[config.mk]
export PLATFORM = sky130hd
export DESIGN_NAME = wb_bus_arbiter
export DESIGN_NICKNAME = d
export VERILOG_FILES = /design/src/rtl/wb_bus_arbiter.sv
export SDC_FILE = /design/constraint.sdc
export NUM_CORES = 1
export LEC_CHECK = 0
export ABC_CLOCK_PERIOD_IN_PS = 1400
export BUFFER_PORTS_ARGS = -buffer_cell sky130_fd_sc_hd__buf_2
export CELL_PAD_IN_SITES_DETAIL_PLACEMENT = 1
export CELL_PAD_IN_SITES_GLOBAL_PLACEMENT = 1
export CORE_MARGIN = 5
export CORE_UTILIZATION = 23
export DETAILED_ROUTE_END_ITERATION = 8
export PLACE_DENSITY = 0.8
export SLEW_MARGIN = 20
export SYNTH_ARGS = -nofsm -noshare
export SYNTH_HDL_FRONTEND = slang
export SYNTH_SLANG_ARGS = --single-unit
[constraint.sdc]
create_clock -name clk -period 1.4 [get_ports clk]
set_clock_uncertainty 0.05 [all_clocks]
set_input_delay 0.14 -clock clk [delete_from_list [all_inputs] [get_ports clk]]
set_output_delay 0.14 -clock clk [all_outputs]
set_load 0.02 [all_outputs]
[src/rtl/wb_bus_arbiter.sv]
// Round-robin Wishbone arbiter: shares one 8-bit slave port between
// NUM_MASTERS masters. The owner keeps the bus for its whole cyc so RMW
// sequences stay atomic. A per-strobe watchdog turns a stalled strobe into
// a one-cycle error to the owner.
module wb_bus_arbiter #(
  parameter int NUM_MASTERS    = 2,
  parameter int ADDR_WIDTH     = 8,
  parameter int DATA_WIDTH     = 8,
  parameter int TIMEOUT_CYCLES = 64
) (
  input  logic                              clk,
  input  logic                              rst_n,
  input  logic [NUM_MASTERS-1:0]            m_cyc_i,
  input  logic [NUM_MASTERS-1:0]            m_stb_i,
  input  logic [NUM_MASTERS-1:0]            m_we_i,
  input  logic [NUM_MASTERS*ADDR_WIDTH-1:0] m_adr_i,
  input  logic [NUM_MASTERS*DATA_WIDTH-1:0] m_dat_i,
  output logic [DATA_WIDTH-1:0]             m_dat_o,
  output logic [NUM_MASTERS-1:0]            m_ack_o,
  output logic [NUM_MASTERS-1:0]            m_err_o,
  output logic                              wb_cyc_o,
  output logic                              wb_stb_o,
  output logic                              wb_we_o,
  output logic [ADDR_WIDTH-1:0]             wb_adr_o,
  output logic [DATA_WIDTH-1:0]             wb_dat_o,
  input  logic [DATA_WIDTH-1:0]             wb_dat_i,
  input  logic                              wb_ack_i,
  output logic [NUM_MASTERS-1:0]            grant_o
);

  localparam int IW = (NUM_MASTERS > 1) ? $clog2(NUM_MASTERS) : 1;
  // A disabled watchdog still gets a 1-bit counter that never leaves zero.
  localparam int CW = (TIMEOUT_CYCLES > 0) ? $clog2(TIMEOUT_CYCLES + 1) : 1;

  typedef enum logic {IDLE, OWN} state_t;

  state_t                 state_q, state_d;
  logic [NUM_MASTERS-1:0] grant_q, grant_d;
  logic [IW-1:0]          owner_q, owner_d;
  logic [IW-1:0]          last_q, last_d;
  logic [CW-1:0]          cnt_q, cnt_d;

  logic [NUM_MASTERS-1:0][ADDR_WIDTH-1:0] adr_a;
  logic [NUM_MASTERS-1:0][DATA_WIDTH-1:0] dat_a;
  logic [IW-1:0]                          pick;
  logic                                   found;
  logic                                   timeout_hit;
  int                                     idx;

  // Packed per-master buses map one-to-one onto the flat port vectors.
  assign adr_a   = m_adr_i;
  assign dat_a   = m_dat_i;
  assign grant_o = grant_q;
  assign m_dat_o = wb_dat_i;

  // Round-robin pick: first requester after last_q, wrapping, last_q itself last.
  always_comb begin
    pick  = last_q;
    found = 1'b0;
    idx   = 0;
    for (int i = 1; i <= NUM_MASTERS; i++) begin
      idx = int'(last_q) + i;
      if (idx >= NUM_MASTERS) idx = idx - NUM_MASTERS;
      if (!found && m_cyc_i[IW'(idx)]) begin
        found = 1'b1;
        pick  = IW'(idx);
      end
    end
  end

  // Owner muxing; watchdog expiry masks the strobe and replaces ack with err.
  always_comb begin
    wb_cyc_o    = 1'b0;
    wb_stb_o    = 1'b0;
    wb_we_o     = 1'b0;
    wb_adr_o    = '0;
    wb_dat_o    = '0;
    m_ack_o     = '0;
    m_err_o     = '0;
    timeout_hit = (TIMEOUT_CYCLES > 0) && (cnt_q == CW'(TIMEOUT_CYCLES));
    if (state_q == OWN) begin
      wb_cyc_o          = m_cyc_i[owner_q];
      wb_stb_o          = m_stb_i[owner_q] & ~timeout_hit;
      wb_we_o           = m_we_i[owner_q];
      wb_adr_o          = adr_a[owner_q];
      wb_dat_o          = dat_a[owner_q];
      m_ack_o[owner_q]  = wb_ack_i & wb_stb_o;
      m_err_o[owner_q]  = timeout_hit;
    end
  end

  // Next state: grant on any request, release only when the owner drops cyc.
  always_comb begin
    state_d = state_q;
    grant_d = grant_q;
    owner_d = owner_q;
    last_d  = last_q;
    cnt_d   = cnt_q;
    case (state_q)
      IDLE: begin
        cnt_d = '0;
        if (found) begin
          state_d = OWN;
          owner_d = pick;
          grant_d = NUM_MASTERS'(1) << pick;
        end
      end
      OWN: begin
        if (!m_cyc_i[owner_q]) begin
          state_d = IDLE;
          grant_d = '0;
          last_d  = owner_q;
          cnt_d   = '0;
        end else if ((TIMEOUT_CYCLES == 0) || timeout_hit ||
                     !m_stb_i[owner_q] || wb_ack_i) begin
          cnt_d = '0;
        end else begin
          cnt_d = cnt_q + 1'b1;
        end
      end
      default: state_d = IDLE;
    endcase
  end

  // State registers; last_q resets to the top master so master 0 wins first.
  always_ff @(posedge clk or negedge rst_n) begin
    if (!rst_n) begin
      state_q <= IDLE;
      grant_q <= '0;
      owner_q <= '0;
      last_q  <= IW'(NUM_MASTERS - 1);
      cnt_q   <= '0;
    end else begin
      state_q <= state_d;
      grant_q <= grant_d;
      owner_q <= owner_d;
      last_q  <= last_d;
      cnt_q   <= cnt_d;
    end
  end

endmodule

==> results of run 1 <==
[path summary, 6_finish.rpt]
| path | slack, ns | cells after the start | to | startpoint |
|---|---|---|---|---|
| min in group asynchronous | 0.26 | 2 | cnt_q[4] | rst_n |
| hold / removal | 0.19 | 2 | grant_o[0] | m_cyc_i[0] |
| hold reg to reg | 0.47 | 2 | last_q | last_q |
| max in group asynchronous | 0.76 | 2 | last_q | rst_n |
| setup reg to reg | -0.17 | 6 | cnt_q[2] | owner_q |
| setup / recovery | -0.36 | 6 | wb_dat_o[0] | owner_q |
[placed cells by master (no fill, tap or decap), types with 2 or more instances in the layout]
master	netlist	final
sky130_fd_sc_hd__nand3_1	5	3
sky130_fd_sc_hd__mux2i_1	18	14
sky130_fd_sc_hd__or3_1	2	2
sky130_fd_sc_hd__inv_1	6	5
sky130_fd_sc_hd__nand3_4	0	2
sky130_fd_sc_hd__buf_12	0	2
sky130_fd_sc_hd__buf_2	4	45
sky130_fd_sc_hd__buf_8	0	2
sky130_fd_sc_hd__dfrtp_1	11	11
sky130_fd_sc_hd__nor2_2	0	3
sky130_fd_sc_hd__clkbuf_8	0	4
sky130_fd_sc_hd__nor3_4	0	2
sky130_fd_sc_hd__mux2i_4	0	2
sky130_fd_sc_hd__mux2i_2	0	2
sky130_fd_sc_hd__buf_6	1	11
sky130_fd_sc_hd__nor3_2	0	5
sky130_fd_sc_hd__xnor2_1	2	2
sky130_fd_sc_hd__buf_4	9	30
sky130_fd_sc_hd__a22o_1	3	3
sky130_fd_sc_hd__buf_16	0	2
sky130_fd_sc_hd__o21ai_0	6	5
sky130_fd_sc_hd__nor2_1	19	15
sky130_fd_sc_hd__nand2_1	5	4
[through the flow]
stage	cell area (µm²)	total power, mW
after detailed placement	1450	2.04
final	1910	3.26
after global routing	1910	3.43
after floorplan	1020	1.55
after global placement	1450	2.01
after CTS	1810	3.07
[registers in the layout, summed over array words and instances, names as in the netlist]
register,flops
cnt_q,7
last_q,1
state_q,1
grant_o,2
owner_q,1
[area by class of cell]
cell class,instances,area (µm²)
fill,500,2360
multi-input combinational,83,754
timing repair buffer,93,709
sequential,12,302
tap,52,65.1
clock buffer,4,55.1
inverter,6,22.5
[power groups by stage]
stage	clock, mW	sequential, mW	combinational (mW)
after floorplan	0	0.511	1.03
after global placement	0	0.506	1.50
after detailed placement	0	0.512	1.53
after CTS	0.396	0.513	2.16
after global routing	0.420	0.528	2.48
final	0.390	0.518	2.35
[routing by layer]
| layer | up-vias | GRT usage (%) |
|---|---|---|
| met1 | 568 | 16.3 |
| met2 | 36 | 26.0 |
| met5 | - | 0 |
| met4 | 0 | 4.47 |
| li1 | 555 | - |
| met3 | 8 | 3.03 |
[cell usage after synthesis]
master | n | area share [%]
sky130_fd_sc_hd__a211oi_2 | 2 | 2.5
sky130_fd_sc_hd__a22o_1 | 3 | 2.6
sky130_fd_sc_hd__a31o_1 | 1 | 0.88
sky130_fd_sc_hd__and2_1 | 1 | 0.63
sky130_fd_sc_hd__buf_2 | 4 | 2.0
sky130_fd_sc_hd__buf_4 | 9 | 6.8
sky130_fd_sc_hd__buf_6 | 1 | 1.1
sky130_fd_sc_hd__clkbuf_1 | 1 | 0.38
sky130_fd_sc_hd__dfrtp_1 | 11 | 28
sky130_fd_sc_hd__dfstp_2 | 1 | 2.6
sky130_fd_sc_hd__ha_1 | 2 | 2.5
sky130_fd_sc_hd__inv_1 | 6 | 2.3
sky130_fd_sc_hd__mux2_2 | 1 | 1.1
sky130_fd_sc_hd__mux2i_1 | 18 | 18
sky130_fd_sc_hd__nand2_1 | 5 | 1.9
sky130_fd_sc_hd__nand2b_1 | 2 | 1.3
sky130_fd_sc_hd__nand3_1 | 5 | 2.5
sky130_fd_sc_hd__nand3_2 | 1 | 1.0
sky130_fd_sc_hd__nor2_1 | 19 | 7.2
sky130_fd_sc_hd__nor2b_1 | 2 | 1.3
sky130_fd_sc_hd__nor3_1 | 7 | 3.5
sky130_fd_sc_hd__nor4_2 | 1 | 1.3
sky130_fd_sc_hd__nor4b_1 | 1 | 0.88
sky130_fd_sc_hd__o21ai_0 | 6 | 3.0
sky130_fd_sc_hd__o2bb2ai_1 | 1 | 0.88
sky130_fd_sc_hd__or3_1 | 2 | 1.3
sky130_fd_sc_hd__xnor2_1 | 2 | 1.8
sky130_fd_sc_hd__xor2_1 | 1 | 0.88
[kinds of logic after synthesis]
| group | Yosys count |
|---|---|
| and+or+nand+nor | 46 |
| buffers and inverters | 21 |
| xor gates and xnor gates | 3 |
| DFF | 12 |
| AOI/OAI and AO/OA | 13 |
| muxes | 19 |
| adders and majority gates | 2 |
[repair_timing]
action / in CTS / in global routing
hold buffers: 1 / 0
buffers inserted: 6 / 5
gates cloned: 2 / 0
hold endpoints to repair: 12 / 0
setup endpoints to repair: 33 / 32
gates resized for setup: 53 / 26
pin swaps: 12 / 9
==> results.tsv, run 1 <==
stage	metric	value	unit
run_status	result of the run	complete, but fails checks	
run_status	violations in the final reports	setup timing	
grt	remaining global-route overflow	0	
timing	FMAX	567	MHz
synth	post-synthesis share of cell area spent on full adders, half adders and majority gates	2.52	%
timing	Final period util	126	%
die	Die Area	5730	µm²
clocking	root buffer selected by CTS	sky130_fd_sc_hd__clkbuf_8	
grt	number of global-route vias before repair	1213	
clocking	maximum number of buffers from clock root to sink	2	
setup_path	worst-path maximum fanout	6	
die	die extent in x	75.7	µm
detailed_routing	total vias in the final route	1167	
setup_path	kind of critical path	flop to output pin	
die	initial core utilization	23.3	%
detailed_routing	number of DRC violations after detailed routing	0	
detailed_routing	Detail Route met3 WL	189	µm
layout	final core utilization	44.7	%
synth	Post-Synthesis Cell Area	993	µm²
placement	DPL Wire Length	2790	µm
power_and_ir_drop	Comb power frac	72.1	%
clocking	Sink Count	12	
power_and_ir_drop	Sw Pwr	1.38	mW
detailed_routing	top layer used by detailed routing	met4	
timing	Hold Fails Final Rpt	0	
synth	number of cells produced by synthesis	116	
timing	Min Hold Slack	0.194	ns
setup_path	maximum single-stage delay on the critical path	0.46	ns
synth	area fraction in compound gates after synthesis	9.95	%
synth	combinational family with the most area after synthesis	simple AND/OR/NAND/NOR gates	
clocking	number of buffers created by CTS	3	
grt	maximum number of pins on one net before global-route repair	13	
timing	setup slack after layout	-0.364	ns
timing	Final Critical Period	1.76	ns
timing	Setup Viol. Count Final	33	
timing	transition time at the pin with the least slew margin	0.329	ns
layout	Final Instance Count excl. Fillers	250	
synth	share of synthesized area spent on multiplexers	19.3	%
clocking	source-to-sink clock delay at the later pin of the worst-skew pair	0.24	ns
placement	total placed cells including tap cells	236	
layout	Diodes inserted	0	
synth	Post-Synthesis Mean Instance Area	8.56	µm²
synth	synthesized flop and latch total	12	
clocking	CTS tree	yes	
layout	share of post-route cells with drive strength above 1	64.6	%
detailed_routing	first-iteration detailed-routing DRC count	48	
detailed_routing	met2 wire len	2290	µm
power_and_ir_drop	power density of the placed cells	1710	nW/µm²
grt	first-pass GRT wire length	6100	µm
setup_path	Slowest-stage cell, CP	sky130_fd_sc_hd__dfrtp_1	
layout	Final nets	250	
clocking	Clock Pin Slew Worst Setup and Hold Paths	0.06	ns
flow_run	number of maximum-capacitance constraint violations	0	
power_and_ir_drop	Static Leak	0.901	nW
power_and_ir_drop	fraction of power consumed by sequential logic	15.9	%
synth	Ys Warns	0	
setup_path	type of element launching the critical path	flop	
detailed_routing	vias per cell	4.67	
placement	number of buffers added on ports	65	
detailed_routing	Detailed Routing Iterations Pass 1	4	
setup_path	cell repeated most along the worst path	sky130_fd_sc_hd__buf_12	
die	I/O pin total	82	
placement	pre-CTS setup slack	-0.214	ns
synth	count of unique library cells instantiated by Yosys	28	
timing	Max Slew Vio Count	0	
power_and_ir_drop	internal portion of total power	1.88	mW
grt	total routing resource utilization after global routing	14.2	%
power_and_ir_drop	clock share of power	12.0	%
power_and_ir_drop	VDD IR-drop max	0.000712	V
setup_path	kind of end point of the critical path	output pin	
timing	post-route setup TNS	-8.22	ns
setup_path	kind of cell adding the most delay to the critical path	buffers and inverters	
synth	post-synthesis net count	167	
setup_path	buffering stage count on the worst path with inverters included	4	
grt	initial antenna violation count	0	
die	area of the core region	4260	µm²
timing	RSZ-0062 raised after global routing	true	
die	height of the die	75.7	µm
detailed_routing	Detail Route Antenna Nets	0	
detailed_routing	total detailed-routing wirelength	4240	µm
detailed_routing	met1 routed wirelength after detailed routing	1680	µm
synth	Synth Area in Simple Gates	22.7	%
setup_path	Crit path required time	1.21	ns
hold_path	path class of the lowest-slack min-delay path	primary input to flop	
timing	normalized max-slew margin	77.8	%
clocking	total number of H-tree levels	1	
detailed_routing	per-cell routed wire length	17.0	µm
setup_path	arrival time of the worst setup path	1.57	ns
synth	share of synthesized area occupied by flip-flops and latches	30.4	%
die	row count	24	
setup_path	critical path, cell by cell	buf_6 > buf_12 > buf_12 > mux2i_4 > nor2_2 > buf_4	
placement	placer's final routability congestion estimate	0.787	
power_and_ir_drop	Sw Ratio	42.4	%
layout	area delta synth->final	92.1	%
synth	share of the synthesized netlist area taken by xor and xnor gates	2.64	%
Note: power is estimated with default switching activity, not from simulation.
==> run 2, diff against run 1 <==
--- a/config.mk
+++ b/config.mk
@@ -5,14 +5,15 @@
 export SDC_FILE = /design/constraint.sdc
 export NUM_CORES = 1
 export LEC_CHECK = 0
+export ABC_AREA = 1
 export ABC_CLOCK_PERIOD_IN_PS = 1400
 export BUFFER_PORTS_ARGS = -buffer_cell sky130_fd_sc_hd__buf_2
 export CELL_PAD_IN_SITES_DETAIL_PLACEMENT = 1
 export CELL_PAD_IN_SITES_GLOBAL_PLACEMENT = 1
 export CORE_MARGIN = 5
-export CORE_UTILIZATION = 23
+export CORE_UTILIZATION = 22
 export DETAILED_ROUTE_END_ITERATION = 8
-export PLACE_DENSITY = 0.8
+export PLACE_DENSITY = 0.79
 export SLEW_MARGIN = 20
 export SYNTH_ARGS = -nofsm -noshare
 export SYNTH_HDL_FRONTEND = slang
==> results.tsv, run 2 <==
stage	metric	value	unit
run_status	result of the run	complete, but fails checks	
run_status	violations in the final reports	setup timing	
setup_path	cell count of the worst reg-to-reg path	8	
layout	commonest cells after routing, fill and taps aside	42 x sky130_fd_sc_hd__buf_2, 19 x sky130_fd_sc_hd__nand2_1, 18 x sky130_fd_sc_hd__nand2_2, 18 x sky130_fd_sc_hd__a21oi_2, 17 x sky130_fd_sc_hd__buf_6	
hold_path	sink of the worst hold path	last_q	
timing	Final period util	110	%
placement	placer's final routability congestion estimate	0.748	
die	die extent in x	77.3	µm
synth	Post-Synthesis Mean Instance Area	7.17	µm²
hold_path	worst hold path startpoint	m_cyc_i[1]	
grt	total routing resource utilization after global routing	11.9	%
layout	top register by number of flip-flops	cnt_q	
detailed_routing	number of DRC violations after detailed routing	0	
grt	number of global-route vias before repair	1244	
power_and_ir_drop	Comb power frac	76.8	%
synth	Ys Warns	0	
power_and_ir_drop	Static Leak	0.900	nW
detailed_routing	Detail Route Antenna Nets	0	
grt	first-pass GRT wire length	5820	µm
power_and_ir_drop	internal portion of total power	1.93	mW
hold_path	depth of the worst hold-timing path	2	
synth	main flop type after synthesis	sky130_fd_sc_hd__dfrtp_1	
clocking	maximum number of buffers from clock root to sink	2	
setup_path	Crit path required time	1.21	ns
setup_path	register-to-register setup slack	0.02	ns
flow_run	number of maximum-capacitance constraint violations	0	
setup_path	end of the worst register-to-register path	cnt_q[6]	
placement	number of buffers added on ports	65	
grt	maximum number of pins on one net before global-route repair	18	
layout	area delta synth->final	92.0	%
detailed_routing	total vias in the final route	1200	
layout	Final Instance Count excl. Fillers	263	
layout	most common cell after layout, fill and taps aside	sky130_fd_sc_hd__buf_2	
placement	DPL Wire Length	2850	µm
setup_path	worst r2r src	owner_q	
timing	normalized max-slew margin	80.2	%
setup_path	arrival time of the worst setup path	1.35	ns
die	I/O pin total	82	
timing	Hold Fails Final Rpt	0	
synth	Post-Synthesis Cell Area	997	µm²
clocking	Clock Pin Slew Worst Setup and Hold Paths	0.06	ns
timing	transition time at the pin with the least slew margin	0.297	ns
power_and_ir_drop	fraction of power consumed by sequential logic	13.8	%
setup_path	type of element launching the critical path	flop	
synth	most area-hungry cell type in the Yosys netlist	sky130_fd_sc_hd__dfrtp_1	
setup_path	kind of critical path	flop to output pin	
die	area of the core region	4380	µm²
layout	number of fill cells in the layout	524	
layout	flip-flop count of the largest register, all copies and words added	7	
clocking	total number of H-tree levels	1	
timing	setup slack after layout	-0.141	ns
clocking	number of buffers created by CTS	3	
timing	RSZ-0062 raised after global routing	true	
synth	asr flop ratio synth	100	%
power_and_ir_drop	clock share of power	9.4	%
clocking	root buffer selected by CTS	sky130_fd_sc_hd__clkbuf_8	
layout	share of post-route cells with drive strength above 1	75.8	%
layout	Final nets	263	
power_and_ir_drop	VDD IR-drop max	0.000546	V
power_and_ir_drop	Sw Ratio	46.8	%
setup_path	worst-path maximum fanout	8	
detailed_routing	Detailed Routing Iterations Pass 1	3	
detailed_routing	vias per cell	4.56	
timing	Setup Viol. Count Final	23	
synth	post-synthesis net count	190	
synth	synthesized flop and latch total	12	
grt	initial antenna violation count	0	
detailed_routing	first-iteration detailed-routing DRC count	41	
die	height of the die	77.3	µm
grt	remaining global-route overflow	0	
die	Die Area	5980	µm²
clocking	source-to-sink clock delay at the later pin of the worst-skew pair	0.25	ns
power_and_ir_drop	power density of the placed cells	1890	nW/µm²
timing	Final Critical Period	1.54	ns
clocking	Sink Count	12	
synth	count of unique library cells instantiated by Yosys	27	
placement	total placed cells including tap cells	249	
timing	Min Hold Slack	0.0397	ns
clocking	CTS tree	yes	
timing	FMAX	649	MHz
power_and_ir_drop	post-layout power	3.63	mW
setup_path	kind of end point of the critical path	output pin	
detailed_routing	per-cell routed wire length	15.6	µm
synth	share of synthesized area occupied by flip-flops and latches	30.2	%
synth	list of most frequent post-synthesis cells	45 x sky130_fd_sc_hd__nand2_1, 20 x sky130_fd_sc_hd__a21oi_1, 11 x sky130_fd_sc_hd__buf_4, 11 x sky130_fd_sc_hd__dfrtp_1	
die	initial core utilization	22.7	%
detailed_routing	total detailed-routing wirelength	4090	µm
die	row count	24	
synth	cells taking the most area after synthesis	sky130_fd_sc_hd__dfrtp_1 28%, sky130_fd_sc_hd__nand2_1 17%, sky130_fd_sc_hd__a21oi_1 10%	
power_and_ir_drop	Sw Pwr	1.70	mW
synth	area share of the largest cell type after synthesis	27.6	%
timing	Max Slew Vio Count	0	
synth	Post-synth EDFFs	0	
synth	cell with the most instances after synthesis	sky130_fd_sc_hd__nand2_1	
layout	Diodes inserted	0	
synth	number of cells produced by synthesis	139	
hold_path	path class of the lowest-slack min-delay path	primary input to flop	
==> run 2: cell count changes after synthesis, moves of 3 or more <==
cell                      delta
sky130_fd_sc_hd__nand2_1    +40
sky130_fd_sc_hd__a21oi_1    +20
sky130_fd_sc_hd__mux2i_1    -18
sky130_fd_sc_hd__nor2_1     -11
sky130_fd_sc_hd__nor2_2      +8
sky130_fd_sc_hd__nor3_1      -6
sky130_fd_sc_hd__o21ai_0     -6
sky130_fd_sc_hd__a22o_1      -3
sky130_fd_sc_hd__buf_2       -3
sky130_fd_sc_hd__nand2_4     +3
sky130_fd_sc_hd__nand3_1     -3
==> run 2: timing repair <==
action,in CTS,in global routing
hold buffers,1,0
resized for setup,32,84
gates cloned,0,4
hold endpoints to repair,11,0
setup buffers,3,2
setup endpoints to repair,23,30
pin swaps,6,16
==> run 2: worst max-delay path by stage <==
| stage | to | start | cells after the start |
|---|---|---|---|
| after CTS | m_ack_o[0] | cnt_q[0] | 8 |
| final | wb_dat_o[1] | owner_q | 5 |
| after floorplan | m_ack_o[0] | cnt_q[0] | 7 |
| after global routing | m_ack_o[1] | owner_q | 6 |
| after detailed placement | m_ack_o[0] | cnt_q[0] | 8 |
| after global placement | m_err_o[1] | cnt_q[0] | 7 |
==> run 2: layout make-up <==
cell class | instances | area (µm²) | share of cell area [%]
multi-input cells | 104 | 788 | 41.2
repair buffers | 82 | 672 | 35.1
flip-flops and latches | 12 | 303 | 15.8
well taps | 52 | 65.1 | 3.40
clock buffers | 4 | 45.0 | 2.35
inverters | 9 | 41.3 | 2.16
==> run 2: per-layer routing <==
layer | up-vias | track usage, % | routed length [µm]
met5 | - | 0 | 0
met4 | 0 | 5.15 | 72
met3 | 7 | 3.40 | 273
met2 | 46 | 21.1 | 2200
met1 | 569 | 13.1 | 1550
li1 | 578 | - | -
==> run 2: critical path: stages (launching register included) <==
cell                        delay (ns)
sky130_fd_sc_hd__dfrtp_2          0.42
sky130_fd_sc_hd__buf_6            0.15
sky130_fd_sc_hd__clkbuf_16        0.17
sky130_fd_sc_hd__nand2_2          0.05
sky130_fd_sc_hd__a21oi_2          0.14
sky130_fd_sc_hd__buf_4            0.16
==> run 2: cell families (layout without fill, tap and decap cells) <==
group                      Yosys count  after routing  synth area share [%]
and+or+nand+nor                     73             73                  36.1
xor gates and xnor gates             3              3                  2.64
DFF                                 12             12                  30.2
adders and majority gates            2              2                  2.51
AOI/OAI and AO/OA                   26             26                  14.1
buffers and inverters               23             95                  14.4
==> run 2: power by group through the flow <==
stage | clock, mW | sequential, mW | combinational [mW]
final | 0.341 | 0.501 | 2.78
after global routing | 0.378 | 0.511 | 2.97
after CTS | 0.353 | 0.496 | 1.91
after detailed placement | 0 | 0.498 | 1.70
after global placement | 0 | 0.492 | 1.68
after floorplan | 0 | 0.518 | 1.17
==> run 2: per-stage QoR <==
stage | area, µm² | setup TNS [ns] | setup slack (ns) | utilization (%)
final | 1910 | -2.12 | -0.141 | 43.7
after global routing | 1910 | -4.16 | -0.221 | 43.7
after floorplan | 997 | 0 | 0.0393 | -
after detailed placement | 1340 | 0 | 0.0295 | 30.6
after global placement | 1340 | 0 | 0.0983 | 30.6
after CTS | 1510 | -2.40 | -0.173 | 34.4
==> run 3, diff against run 2 <==
--- a/config.mk
+++ b/config.mk
@@ -13,7 +13,7 @@
 export CORE_MARGIN = 5
 export CORE_UTILIZATION = 22
 export DETAILED_ROUTE_END_ITERATION = 8
-export PLACE_DENSITY = 0.79
+export PLACE_DENSITY_LB_ADDON = 0.08
 export SLEW_MARGIN = 20
 export SYNTH_ARGS = -nofsm -noshare
 export SYNTH_HDL_FRONTEND = slang
==> results.tsv, run 3 (same netlist as run 2, synthesis figures left out) <==
stage	metric	value	unit
die	die extent in x	77.3	µm
hold_path	path class of the lowest-slack min-delay path	primary input to flop	
placement	placed cell area	1350	µm²
layout	most common cell after layout, fill and taps aside	sky130_fd_sc_hd__buf_2	
grt	initial antenna violation count	0	
setup_path	Critical Path Source	cnt_q[0]	
die	area of the core region	4380	µm²
layout	Post-Layout Inst Area	1740	µm²
clocking	maximum number of buffers from clock root to sink	2	
setup_path	register-to-register setup slack	-0.01	ns
setup_path	kind of end point of the critical path	output pin	
timing	FMAX	654	MHz
timing	Hold Fails Final Rpt	0	
setup_path	kind of critical path	flop to output pin	
layout	Final nets	264	
detailed_routing	total vias in the final route	1218	
layout	final core utilization	39.7	%
die	row count	24	
placement	placer's final routability congestion estimate	0.705	
placement	number of buffers added on ports	65	
timing	Setup Viol. Count Final	24	
clocking	total number of H-tree levels	1	
timing	normalized max-slew margin	81.2	%
layout	Final Instance Count excl. Fillers	264	
clocking	root buffer selected by CTS	sky130_fd_sc_hd__clkbuf_8	
clocking	source-to-sink clock delay at the later pin of the worst-skew pair	0.23	ns
grt	first-pass GRT wire length	5770	µm
layout	top register by number of flip-flops	cnt_q	
detailed_routing	Detail Route Antenna Nets	0	
timing	setup slack after layout	-0.129	ns
power_and_ir_drop	power density of the placed cells	1770	nW/µm²
setup_path	type of element launching the critical path	flop	
run_status	violations in the final reports	setup timing	
detailed_routing	total detailed-routing wirelength	3500	µm
die	I/O pin total	82	
clocking	Clock Pin Slew Worst Setup and Hold Paths	0.05	ns
grt	number of global-route vias before repair	1249	
layout	area delta synth->final	74.7	%
hold_path	worst hold path startpoint	m_cyc_i[1]	
placement	total placed cells including tap cells	251	
grt	maximum number of pins on one net before global-route repair	15	
timing	Max Slew Vio Count	0	
detailed_routing	per-cell routed wire length	13.3	µm
die	Die Area	5980	µm²
layout	Diodes inserted	0	
setup_path	Crit path required time	1.21	ns
die	initial core utilization	22.7	%
power_and_ir_drop	VDD IR-drop max	0.000601	V
flow_run	number of maximum-capacitance constraint violations	0	
power_and_ir_drop	Static Leak	0.866	nW
die	height of the die	77.3	µm
detailed_routing	Detailed Routing Iterations Pass 1	4	
grt	total routing resource utilization after global routing	11.3	%
timing	Final period util	109	%
setup_path	arrival time of the worst setup path	1.34	ns
timing	RSZ-0062 raised after global routing	true	
layout	number of fill cells in the layout	554	
setup_path	worst r2r src	cnt_q[0]	
layout	commonest cells after routing, fill and taps aside	42 x sky130_fd_sc_hd__buf_2, 34 x sky130_fd_sc_hd__nand2_1, 29 x sky130_fd_sc_hd__buf_4, 12 x sky130_fd_sc_hd__a21oi_1	
layout	flip-flop count of the largest register, all copies and words added	7	
clocking	CTS tree	yes	
detailed_routing	first-iteration detailed-routing DRC count	14	
clocking	number of buffers created by CTS	3	
detailed_routing	number of DRC violations after detailed routing	0	
setup_path	worst-path maximum fanout	4	
placement	DPL Wire Length	2870	µm
placement	pre-CTS setup slack	0.0779	ns
run_status	result of the run	complete, but fails checks	
detailed_routing	vias per cell	4.61	
timing	transition time at the pin with the least slew margin	0.281	ns
clocking	Sink Count	12	
timing	Min Hold Slack	0.0564	ns
timing	Final Critical Period	1.53	ns
layout	share of post-route cells with drive strength above 1	64.2	%
grt	remaining global-route overflow	0	
## run 3: cell count changes in the layout (fill, tap and decap cells not counted), moves of 7 or more
| cell | delta |
|---|---|
| sky130_fd_sc_hd__a21oi_2 | -9 |
| sky130_fd_sc_hd__nand2_1 | +15 |
| sky130_fd_sc_hd__nand2_2 | -14 |
| sky130_fd_sc_hd__buf_6 | -7 |
| sky130_fd_sc_hd__a21oi_1 | +9 |
| sky130_fd_sc_hd__buf_4 | +13 |
## run 3: routing by layer
metal | vias to the layer above | global-route usage, % | wire, µm
li1 | 583 | - | -
met1 | 577 | 14.2 | 1390
met2 | 48 | 19.0 | 1750
met3 | 10 | 3.04 | 329
met4 | 0 | 2.75 | 36
met5 | - | 0 | 0
## run 3: repair_timing
action | 4_1_cts | 5_1_grt
hold buffers | 1 | 0
gates cloned | 0 | 0
buffers inserted | 5 | 4
endpoints found under the setup margin | 23 | 30
gates resized for setup | 50 | 31
pin swaps | 11 | 16
hold endpoints to repair | 12 | 0
## run 3: final cells by class
cell class | instances | area, µm² | area share, %
clock buffers | 4 | 45.0 | 2.59
inverters | 9 | 38.8 | 2.23
multi-input cells | 104 | 719 | 41.3
flip-flops and latches | 12 | 303 | 17.4
well taps | 52 | 65.1 | 3.74
repair buffers | 83 | 571 | 32.8
## run 3: path summary, 6_finish.rpt
path	cells after the start	end
worst min register to register	2	last_q
worst max-delay path	7	m_err_o[0]
worst min-delay path	2	last_q
worst max register to register	10	cnt_q[6]
max in group asynchronous	2	last_q
min in group asynchronous	2	cnt_q[3]
## run 3: worst max-delay path, stage by stage, from the launching register on
cell and delay, ns:
sky130_fd_sc_hd__dfrtp_1 0.37, sky130_fd_sc_hd__inv_1 0.06, sky130_fd_sc_hd__ha_2 0.17, sky130_fd_sc_hd__nand2_2 0.05
sky130_fd_sc_hd__inv_2 0.06, sky130_fd_sc_hd__nand3_4 0.09, sky130_fd_sc_hd__nor2_1 0.14, sky130_fd_sc_hd__buf_4 0.16
## run 3: metrics by stage
step	TNS, ns	total power [mW]
after floorplan	0	1.68
after global placement	0	2.16
after detailed placement	0	2.19
after CTS	-1.72	2.91
after global routing	-3.94	3.29
final	-1.53	3.08
## run 3: power by group
| group | internal, mW | leakage (nW) | switching (mW) | total, mW |
|---|---|---|---|---|
| registers | 0.436 | 0.155 | 0.0754 | 0.511 |
| clock network | 0.200 | 0.0228 | 0.121 | 0.321 |
| logic | 0.970 | 0.688 | 1.27 | 2.24 |
